**src/rtl/card_dealer.sv**
```systemverilog
// card_dealer: random card source for the Blackjack game FSM.
// Deals one not-yet-dealt card of a 52-card deck per deal request.
//
// Ports:
//   clk          system clock (50 MHz)
//   reset_n      asynchronous active-low reset
//   deal_req     one-cycle pulse: deal one card
//   shuffle_req  one-cycle pulse: return all cards to the deck
//   card_valid   one-cycle pulse: card_* carry a newly dealt card
//   card_rank    1..13 (A, 2..10, J, Q, K), held until next deal
//   card_suit    0..3, held until next deal
//   card_value   Blackjack value (A=1, face cards=10), held
//   cards_left   undealt cards, 0..52
//   deck_empty   high when cards_left == 0
//   busy         high while searching for or emitting a card
module card_dealer #(
    parameter logic [15:0] LFSR_SEED = 16'hACE1,
    parameter int          DECK_SIZE = 52
) (
    input  logic       clk,
    input  logic       reset_n,
    input  logic       deal_req,
    input  logic       shuffle_req,
    output logic       card_valid,
    output logic [3:0] card_rank,
    output logic [1:0] card_suit,
    output logic [4:0] card_value,
    output logic [5:0] cards_left,
    output logic       deck_empty,
    output logic       busy
);

    localparam logic [1:0] IDLE   = 2'd0;
    localparam logic [1:0] SEARCH = 2'd1;
    localparam logic [1:0] EMIT   = 2'd2;

    localparam logic [5:0] FULL = 6'(DECK_SIZE);
    localparam logic [5:0] LAST = 6'(DECK_SIZE - 1);

    logic [1:0]  state;
    logic [15:0] lfsr;
    logic [15:0] lfsr_next;
    logic [51:0] used;
    logic [5:0]  probe;
    logic [5:0]  probe_next;
    logic [5:0]  cand;
    logic        probe_used;

    logic [1:0]  emit_suit;
    logic [5:0]  emit_off;
    logic [3:0]  emit_rank;
    logic [4:0]  emit_value;

    // Galois form of x^16+x^14+x^13+x^11+1, shifting right.
    always_comb begin
        lfsr_next = {1'b0, lfsr[15:1]};
        if (lfsr[0]) begin
            lfsr_next = lfsr_next ^ 16'hB400;
        end
    end

    // Fold 52..63 back onto 40..51 so every draw is a legal index.
    always_comb begin
        cand = lfsr[5:0];
        if (lfsr[5:0] >= FULL) begin
            cand = lfsr[5:0] - 6'd12;
        end
    end

    assign probe_used = used[probe];

    // Linear probing with wrap; cards_left > 0 guarantees a hit.
    always_comb begin
        probe_next = probe + 6'd1;
        if (probe == LAST) begin
            probe_next = 6'd0;
        end
    end

    // probe / 13 and probe % 13 without a divider.
    always_comb begin
        emit_suit = 2'd0;
        emit_off  = probe;
        if (probe >= 6'd39) begin
            emit_suit = 2'd3;
            emit_off  = probe - 6'd39;
        end else if (probe >= 6'd26) begin
            emit_suit = 2'd2;
            emit_off  = probe - 6'd26;
        end else if (probe >= 6'd13) begin
            emit_suit = 2'd1;
            emit_off  = probe - 6'd13;
        end
    end

    always_comb begin
        emit_rank  = emit_off[3:0] + 4'd1;
        emit_value = {1'b0, emit_rank};
        if (emit_rank > 4'd10) begin
            emit_value = 5'd10;
        end
    end

    // The LFSR never stalls, so request timing seeds each draw.
    always_ff @(posedge clk or negedge reset_n) begin
        if (!reset_n) begin
            lfsr <= LFSR_SEED;
        end else begin
            lfsr <= lfsr_next;
        end
    end

    always_ff @(posedge clk or negedge reset_n) begin
        if (!reset_n) begin
            state      <= IDLE;
            used       <= '0;
            probe      <= '0;
            cards_left <= FULL;
            deck_empty <= 1'b0;
            busy       <= 1'b0;
            card_valid <= 1'b0;
            card_rank  <= '0;
            card_suit  <= '0;
            card_value <= '0;
        end else begin
            card_valid <= 1'b0;
            unique case (state)
                IDLE: begin
                    // Shuffle wins; a coincident deal is dropped.
                    if (shuffle_req) begin
                        used       <= '0;
                        cards_left <= FULL;
                        deck_empty <= 1'b0;
                    end else if (deal_req && cards_left != 6'd0) begin
                        probe <= cand;
                        state <= SEARCH;
                        busy  <= 1'b1;
                    end
                end
                SEARCH: begin
                    if (!probe_used) begin
                        state <= EMIT;
                    end else begin
                        probe <= probe_next;
                    end
                end
                EMIT: begin
                    used[probe] <= 1'b1;
                    cards_left  <= cards_left - 6'd1;
                    deck_empty  <= (cards_left == 6'd1);
                    card_suit   <= emit_suit;
                    card_rank   <= emit_rank;
                    card_value  <= emit_value;
                    card_valid  <= 1'b1;
                    state       <= IDLE;
                    busy        <= 1'b0;
                end
                default: begin
                    state <= IDLE;
                    busy  <= 1'b0;
                end
            endcase
        end
    end

endmodule

```
**config.mk**
```make
export PLATFORM = sky130hd
export DESIGN_NAME = card_dealer
export DESIGN_NICKNAME = d
export VERILOG_FILES = /design/src/rtl/card_dealer.sv
export SDC_FILE = /design/constraint.sdc
export NUM_CORES = 1
export LEC_CHECK = 0
export ABC_AREA = 0
export ABC_CLOCK_PERIOD_IN_PS = 2710
export CAP_MARGIN = 20
export CORE_MARGIN = 3
export CORE_UTILIZATION = 56
export CTS_BUF_LIST = sky130_fd_sc_hd__clkbuf_8
export DETAILED_ROUTE_END_ITERATION = 16
export HOLD_SLACK_MARGIN = 0.05
export MAX_ROUTING_LAYER = met4
export PLACE_DENSITY_LB_ADDON = 0.25
export RECOVER_POWER = 50
export SYNTH_ARGS = -nofsm -noshare
export SYNTH_HDL_FRONTEND = slang
export SYNTH_SLANG_ARGS = --single-unit
```
**constraint.sdc**
```tcl
create_clock -name clk -period 2.71 [get_ports clk]
set_clock_uncertainty 0.05 [all_clocks]
set_input_delay 0.4065 -clock clk [delete_from_list [all_inputs] [get_ports clk]]
set_output_delay 0.4065 -clock clk [all_outputs]
set_load 0.02 [all_outputs]
```
==> flow_metrics.py, run 1 <==
metrics = {
    "run_status": {
        "outcome": "complete, no violations",
    },
    "timing": {
        "hold_viol_final": 0,
        "tightest_slew_ns": 1.23,
        "holdWs_ns": 0.313,
        "rsz0062_at_grt": "false",
        "layout_min_cycle_time_ns": 2.55,
        "fmax_ghz": 0.393,
        "slew_violations": 0,
        "setup-violations-final": 0,
        "setup-tns-final_ns": 0,
        "slew_headroom_pct": 18.1,
        "post-route-period-util_pct": 94.0,
    },
    "detailed_routing": {
        "drt-pass1-iter-count": 5,
        "wl_um": 10800,
        "wl_per_cell_um": 17.9,
        "viasPerCell": 5.93,
        "drt-initial-drc-count": 200,
        "drc": 0,
        "ant_nets": 0,
        "vias": 3563,
    },
    "critical_path": {
        "required_ns": 2.92,
        "max_stage_delay_ns": 0.39,
        "reg2reg_depth": 9,
        "cp_max_fo": 19,
        "cp_common_cell": "buf_4",
        "startpoint_type": "flip-flop",
        "critPathKind": "flip-flop to flip-flop",
        "cp_slowest_cell": "a2111oi_0",
        "critPathCaptureType": "flip-flop",
        "arrival_ns": 2.75,
        "crit_chain": "buf_4 -> buf_4 -> mux2i_1 -> a2111oi_0 -> o211ai_1 -> nand4_1 -> nor3_2 -> o21ai_4 -> mux2_4",
    },
    "cells_and_area": {
        "final_nets": 515,
        "syn_to_final_growth_pct": 13.9,
        "diodes": 0,
        "fillers": 614,
        "register_area_um2": 2390,
        "layout-drive-gt1-share_pct": 13.8,
        "multi_input_area_um2": 2120,
        "utilization_pct": 67.1,
    },
    "floorplan": {
        "core-area_um2": 7930,
        "die_w_um": 97.3,
        "io-pin-count": 24,
        "die_area_um2": 9470,
        "initial_core_util_pct": 58.9,
        "rows": 32,
        "die_h_um": 97.3,
    },
    "synthesis": {
        "synth_area_um2": 4670,
        "syn_avg_cell_area_um2": 10.1,
        "yosys.cell_count.top_type": "nand2_1",
        "synth-main-ff-cell": "dfrtp_1",
        "yosys-top-cells-area": "dfrtp_1 (45%), o21ai_0 (7.2%), nand2_1 (7.0%)",
        "synth_nets": 484,
        "synth_edf_count": 0,
        "yosysSeqAreaShare_pct": 51.2,
        "synth_common_cells": "nand2_1 (87), dfrtp_1 (84), o21ai_0 (67)",
        "yosys_warnings": 0,
        "synth_top_area_cell": "dfrtp_1",
        "synthArstFlopShare_pct": 100,
        "synth-seq-cells": 95,
        "yosys.area.top_type_share_pct": 45.0,
        "synthCells": 463,
        "synthDistinctLibCells": 56,
    },
    "global_route": {
        "grt_pass1_wl_um": 18200,
        "antenna_found_initial": 0,
        "grt_pass1_vias": 3610,
        "grt_start_max_net_pins": 50,
        "grtUsageTotal_pct": 24.6,
        "gr-total-overflow": 0,
    },
    "placed_design": {
        "globalplace.congestion": 1.00,
        "dpl.hpwl_um": 7580,
        "port-buffer-count": 22,
    },
    "clock_network": {
        "root_buffer": "clkbuf_8",
        "cts_tree": "built",
        "path_clk_slew_ns": 0.09,
        "cts_max_level": 3,
        "postCtsSetupRepairBufs": 0,
        "worst_skew_pair.late_latency_ns": 0.37,
        "clockBufferDepth": 2,
        "cts_sinks": 95,
        "cts-buffers-inserted": 9,
    },
    "power_and_ir_drop": {
        "power_mw": 2.48,
        "ir_drop_v": 0.000282,
        "leakage_nw": 2.44,
        "p_per_area_nw_per_um2": 466,
    },
    "flow_run": {
        "drv_cap": 0,
    },
    "hold_path": {
        "min_path_cells": 0,
        "min_path_type": "flip-flop to flip-flop",
    },
}
## layer usage
| metal | GRT usage [%] | up-vias | part of all wire, % |
|---|---|---|---|
| li1 | - | 1669 | - |
| met1 | 31.8 | 1758 | 44 |
| met2 | 40.2 | 106 | 50 |
| met3 | 3.09 | 30 | 4.0 |
| met4 | 9.05 | 0 | 2.5 |
| met5 | - | - | 0 |
## report_power, final
group	internal (mW)	switching, mW	total [mW]	leakage (nW)
logic	0.00498	0.0287	0.0337	1.36
clock network	0.523	0.507	1.03	0.111
registers	1.42	0	1.42	0.964
total	1.94	0.536	2.48	2.44
## cell type report
cell class	count	area share (%)
Clock buffer	9	2.33
Clock inverter	7	1.83
Inverter	17	1.20
Multi-Input combinational cell	327	39.9
Sequential cell	95	44.9
Tap cell	102	2.40
Timing Repair Buffer	44	7.43
## timing repair
item,CTS,global route
hold buffers,1,0
resized for setup,0,2
endpoints found under the hold margin,42,0
endpoints found under the setup margin,0,3
## cell families (layout without fill, tap and decap cells)
logic type	after synthesis	count (layout)	synth area share [%]
buffers and inverters	41	77	4.02
AND/OR/NAND/NOR	149	149	14.5
other	1	1	0.0803
adder cells (fa/ha/maj)	17	17	4.55
AO/OA/AOI/OAI	116	116	15.4
flip-flops	95	95	51.2
multiplexers	34	34	8.33
XOR/XNOR	10	10	1.88
## flip-flops by register name, indices dropped and copies added, names as in the netlist
signal,count
card_rank,4
busy,1
probe,6
card_valid,1
state,2
cards_left,6
card_suit,2
used,52
card_value,4
lfsr,16
deck_empty,1
## final timing paths
check	startpoint	slack, ns	end
worst max-delay path	probe[0]$_DFFE_PN0P_	0.16	probe[2]$_DFFE_PN0P_
worst min-delay path	lfsr[7]$_DFF_PN1_	0.31	lfsr[6]$_DFF_PN1_
worst max register to register	probe[0]$_DFFE_PN0P_	0.16	probe[2]$_DFFE_PN0P_
worst min register to register	lfsr[7]$_DFF_PN1_	0.31	lfsr[6]$_DFF_PN1_
max in group asynchronous	reset_n	0.47	used[16]$_DFFE_PN0P_
min in group asynchronous	reset_n	0.77	lfsr[3]$_DFF_PN0_
## cells in the final DEF (no fill, tap or decap), drive strengths merged, types with 12 or more instances in the layout
master	Yosys	routed
nand2	87	87
buf	10	20
dfrtp	84	84
o21ai	71	71
mux2i	25	25
nand3	12	12
nor2	16	16
ha	17	17
clkdlybuf4s50	0	21
inv	16	18
## per-stage QoR
step	instance area (um^2)	setup WS, ns	std cells
final	5320	0.163	601
after global routing	5320	0.0197	601
after CTS	5330	0.110	601
after detailed placement	5100	0.132	584
after global placement	5100	0.205	584
after floorplan	4700	0.0166	463
## worst max-delay path, delay by kind of cell (launching register included)
kind	cells	cell delay, ns
compound gates	3	0.85
buf+inv	2	0.44
flops	1	0.38
mux	2	0.47
simple gates	2	0.24
(Power assumes the default switching activity.)
==> run 2: changes to the inputs <==
--- a/config.mk
+++ b/config.mk
@@ -16,6 +16,7 @@
 export MAX_ROUTING_LAYER = met4
 export PLACE_DENSITY_LB_ADDON = 0.25
 export RECOVER_POWER = 50
+export SLEW_MARGIN = 20
 export SYNTH_ARGS = -nofsm -noshare
 export SYNTH_HDL_FRONTEND = slang
 export SYNTH_SLANG_ARGS = --single-unit
==> results of run 2 <==
No change in the layout: final DEF, timing and power equal those of run 1.
==> run 3: changes to the inputs <==
--- a/config.mk
+++ b/config.mk
@@ -9,9 +9,10 @@
 export ABC_CLOCK_PERIOD_IN_PS = 2710
 export CAP_MARGIN = 20
 export CORE_MARGIN = 3
-export CORE_UTILIZATION = 56
+export CORE_UTILIZATION = 59
 export CTS_BUF_LIST = sky130_fd_sc_hd__clkbuf_8
 export DETAILED_ROUTE_END_ITERATION = 16
+export DONT_BUFFER_PORTS = 1
 export HOLD_SLACK_MARGIN = 0.05
 export MAX_ROUTING_LAYER = met4
 export PLACE_DENSITY_LB_ADDON = 0.25
==> run 3 against run 2 <==
  * Critical path depth increased by 1
  * Worst setup slack got worse by 0.073 ns
  * Highest routed layer unchanged
  * Die area decreased by 4.8%
  * Largest cell class unchanged
  * Hold slack got worse by 0.084 ns
  * Maximum frequency decreased by 2.8%
  * Critical endpoint unchanged
  * Cell area decreased by 4.1%
  * Count of clock-buffer cells in the layout unchanged
  * Core utilization increased by 1.4 points
  * Combinational power decreased by 15%
  * Total power decreased by 4.2%
==> flow_metrics.py, run 3 (synthesis gave the netlist of run 1 again) <==
metrics = {
    "power_and_ir_drop": {
        "clkPwrFrac_pct": 39.2,
        "leakage_nw": 2.35,
        "seq_power_share_pct": 59.6,
        "internal_power_mw": 1.85,
        "p_sw_mw": 0.529,
        "p_per_area_nw_per_um2": 465,
        "pwr-share-comb_pct": 1.2,
        "ir_drop_v": 0.000414,
        "p_sw_share_pct": 22.3,
    },
    "critical_path": {
        "reg2reg_slack_ns": 0.09,
        "cp_max_fo": 12,
        "critPathKind": "flip-flop to flip-flop",
        "arrival_ns": 2.82,
        "startpoint_type": "flip-flop",
        "critPathCaptureType": "flip-flop",
        "required_ns": 2.91,
    },
    "global_route": {
        "grt_pass1_wl_um": 16800,
        "antenna_found_initial": 0,
        "grtUsageTotal_pct": 25.3,
        "grt_pass1_vias": 3356,
        "gr-total-overflow": 0,
        "grt_start_max_net_pins": 96,
    },
    "clock_network": {
        "cts_tree": "built",
        "cts_sinks": 95,
        "worst_skew_pair.late_latency_ns": 0.37,
        "path_clk_slew_ns": 0.10,
        "clockBufferDepth": 2,
        "root_buffer": "clkbuf_8",
        "cts_max_level": 3,
        "cts-buffers-inserted": 9,
    },
    "detailed_routing": {
        "vias": 3476,
        "drc": 0,
        "wl_um": 10300,
        "viasPerCell": 6.02,
        "drt-initial-drc-count": 285,
        "drt-pass1-iter-count": 5,
        "ant_nets": 0,
        "wl_per_cell_um": 17.8,
    },
    "cells_and_area": {
        "layout-drive-gt1-share_pct": 15.3,
        "top_register": "used",
        "register_area_um2": 2390,
        "largest_reg_flops": 52,
        "multi_input_area_um2": 2130,
        "final_nets": 495,
        "layout_commonest_cell": "nand2_1",
        "syn_to_final_growth_pct": 9.30,
        "final_cell_mix": "nand2_1 (87), dfrtp_1 (83), o21ai_0 (67)",
        "largest_registers": "used (52), lfsr (16)",
        "diodes": 0,
        "fillers": 599,
        "finalNonFillerCells": 577,
    },
    "floorplan": {
        "initial_core_util_pct": 62.7,
        "die_w_um": 95.0,
        "core-area_um2": 7450,
        "rows": 31,
        "io-pin-count": 24,
        "die_h_um": 95.0,
        "die_area_um2": 9020,
    },
    "timing": {
        "slew_violations": 0,
        "fmax_ghz": 0.382,
        "hold_viol_final": 0,
        "post-route-period-util_pct": 96.7,
        "slew_headroom_pct": 17.8,
        "setup-violations-final": 0,
        "tightest_slew_ns": 1.23,
        "layout_setup_ws_ns": 0.0903,
        "setup-tns-final_ns": 0,
        "layout_min_cycle_time_ns": 2.62,
    },
    "placed_design": {
        "dp_slack_ns": 0.0915,
        "port-buffer-count": 0,
        "dpl.hpwl_um": 6940,
        "placedCellCount": 559,
        "globalplace.congestion": 1.01,
    },
    "hold_path": {
        "min_path_type": "input port to flip-flop",
    },
    "flow_run": {
        "drv_cap": 0,
    },
    "run_status": {
        "outcome": "complete, no violations",
    },
}
[run 3: cell types whose count changed in the layout (fill, tap and decap cells not counted), sizes merged]
cell	change
clkdlybuf4s50	-21
buf	+2
bufinv	-1
clkbuf	-1
[run 3: timing repair]
action | CTS | global route
buffers inserted | 0 | 1
gates resized for setup | 0 | 8
endpoints found under the hold margin | 95 | 0
hold buffers | 2 | 0
endpoints found under the setup margin | 0 | 7
[run 3: worst paths after layout]
kind	from	cells past startpoint	endpoint
setup / recovery	probe[0]$_DFFE_PN0P_	10	probe[2]$_DFFE_PN0P_
hold / removal	shuffle_req	3	cards_left[3]$_DFFE_PN0P_
setup reg to reg	probe[0]$_DFFE_PN0P_	10	probe[2]$_DFFE_PN0P_
hold reg to reg	lfsr[8]$_DFF_PN0_	0	lfsr[7]$_DFF_PN1_
max in group asynchronous	reset_n	2	probe[2]$_DFFE_PN0P_
min in group asynchronous	reset_n	2	used[24]$_DFFE_PN0P_
[run 3: per-layer routing]
layer  track usage (%)  wire length, um  vias to the layer above
met1              32.9             4560                     1705
met4              10.5              309                        0
met3              6.22              555                       27
met5                 -                0                        -
li1                  -                -                     1630
met2              37.9             4880                      114
[run 3: through the flow]
step                      power [mW]  utilization (%)  cell area [um^2]  hold slack (ns)
after floorplan                 1.45                -              4700           0.0609
after global placement          1.45             65.1              4850           0.0661
after detailed placement        1.45             65.1              4850           0.0654
after CTS                       2.40             68.2              5080            0.220
after global routing            2.45             68.5              5100            0.250
final                           2.38             68.5              5100            0.230
[run 3: layout make-up]
type | instances | share of cell area (%)
clock buffers | 9 | 2.43
well taps | 99 | 2.43
multi-input cells | 327 | 41.8
repair buffers | 24 | 3.90
flip-flops and latches | 95 | 46.9
clock inverters | 6 | 1.35
inverters | 17 | 1.25
[run 3: power groups by stage]
stage / clock [mW] / sequential [mW] / combinational, mW
after floorplan: 0 / 1.44 / 0.00256
after global placement: 0 / 1.44 / 0.00145
after detailed placement: 0 / 1.44 / 0.00145
after CTS: 0.949 / 1.42 / 0.0350
after global routing: 0.999 / 1.42 / 0.0338
final: 0.930 / 1.42 / 0.0288
[run 3: critical path: stages, from the launching register on]
cell	delay, ns
dfrtp_1	0.38
buf_4	0.14
buf_4	0.21
mux4_2	0.54
a2bb2oi_1	0.15
nand4_1	0.13
o41ai_2	0.11
nor3_2	0.23
o21ai_4	0.10
buf_12	0.15
mux2_4	0.29
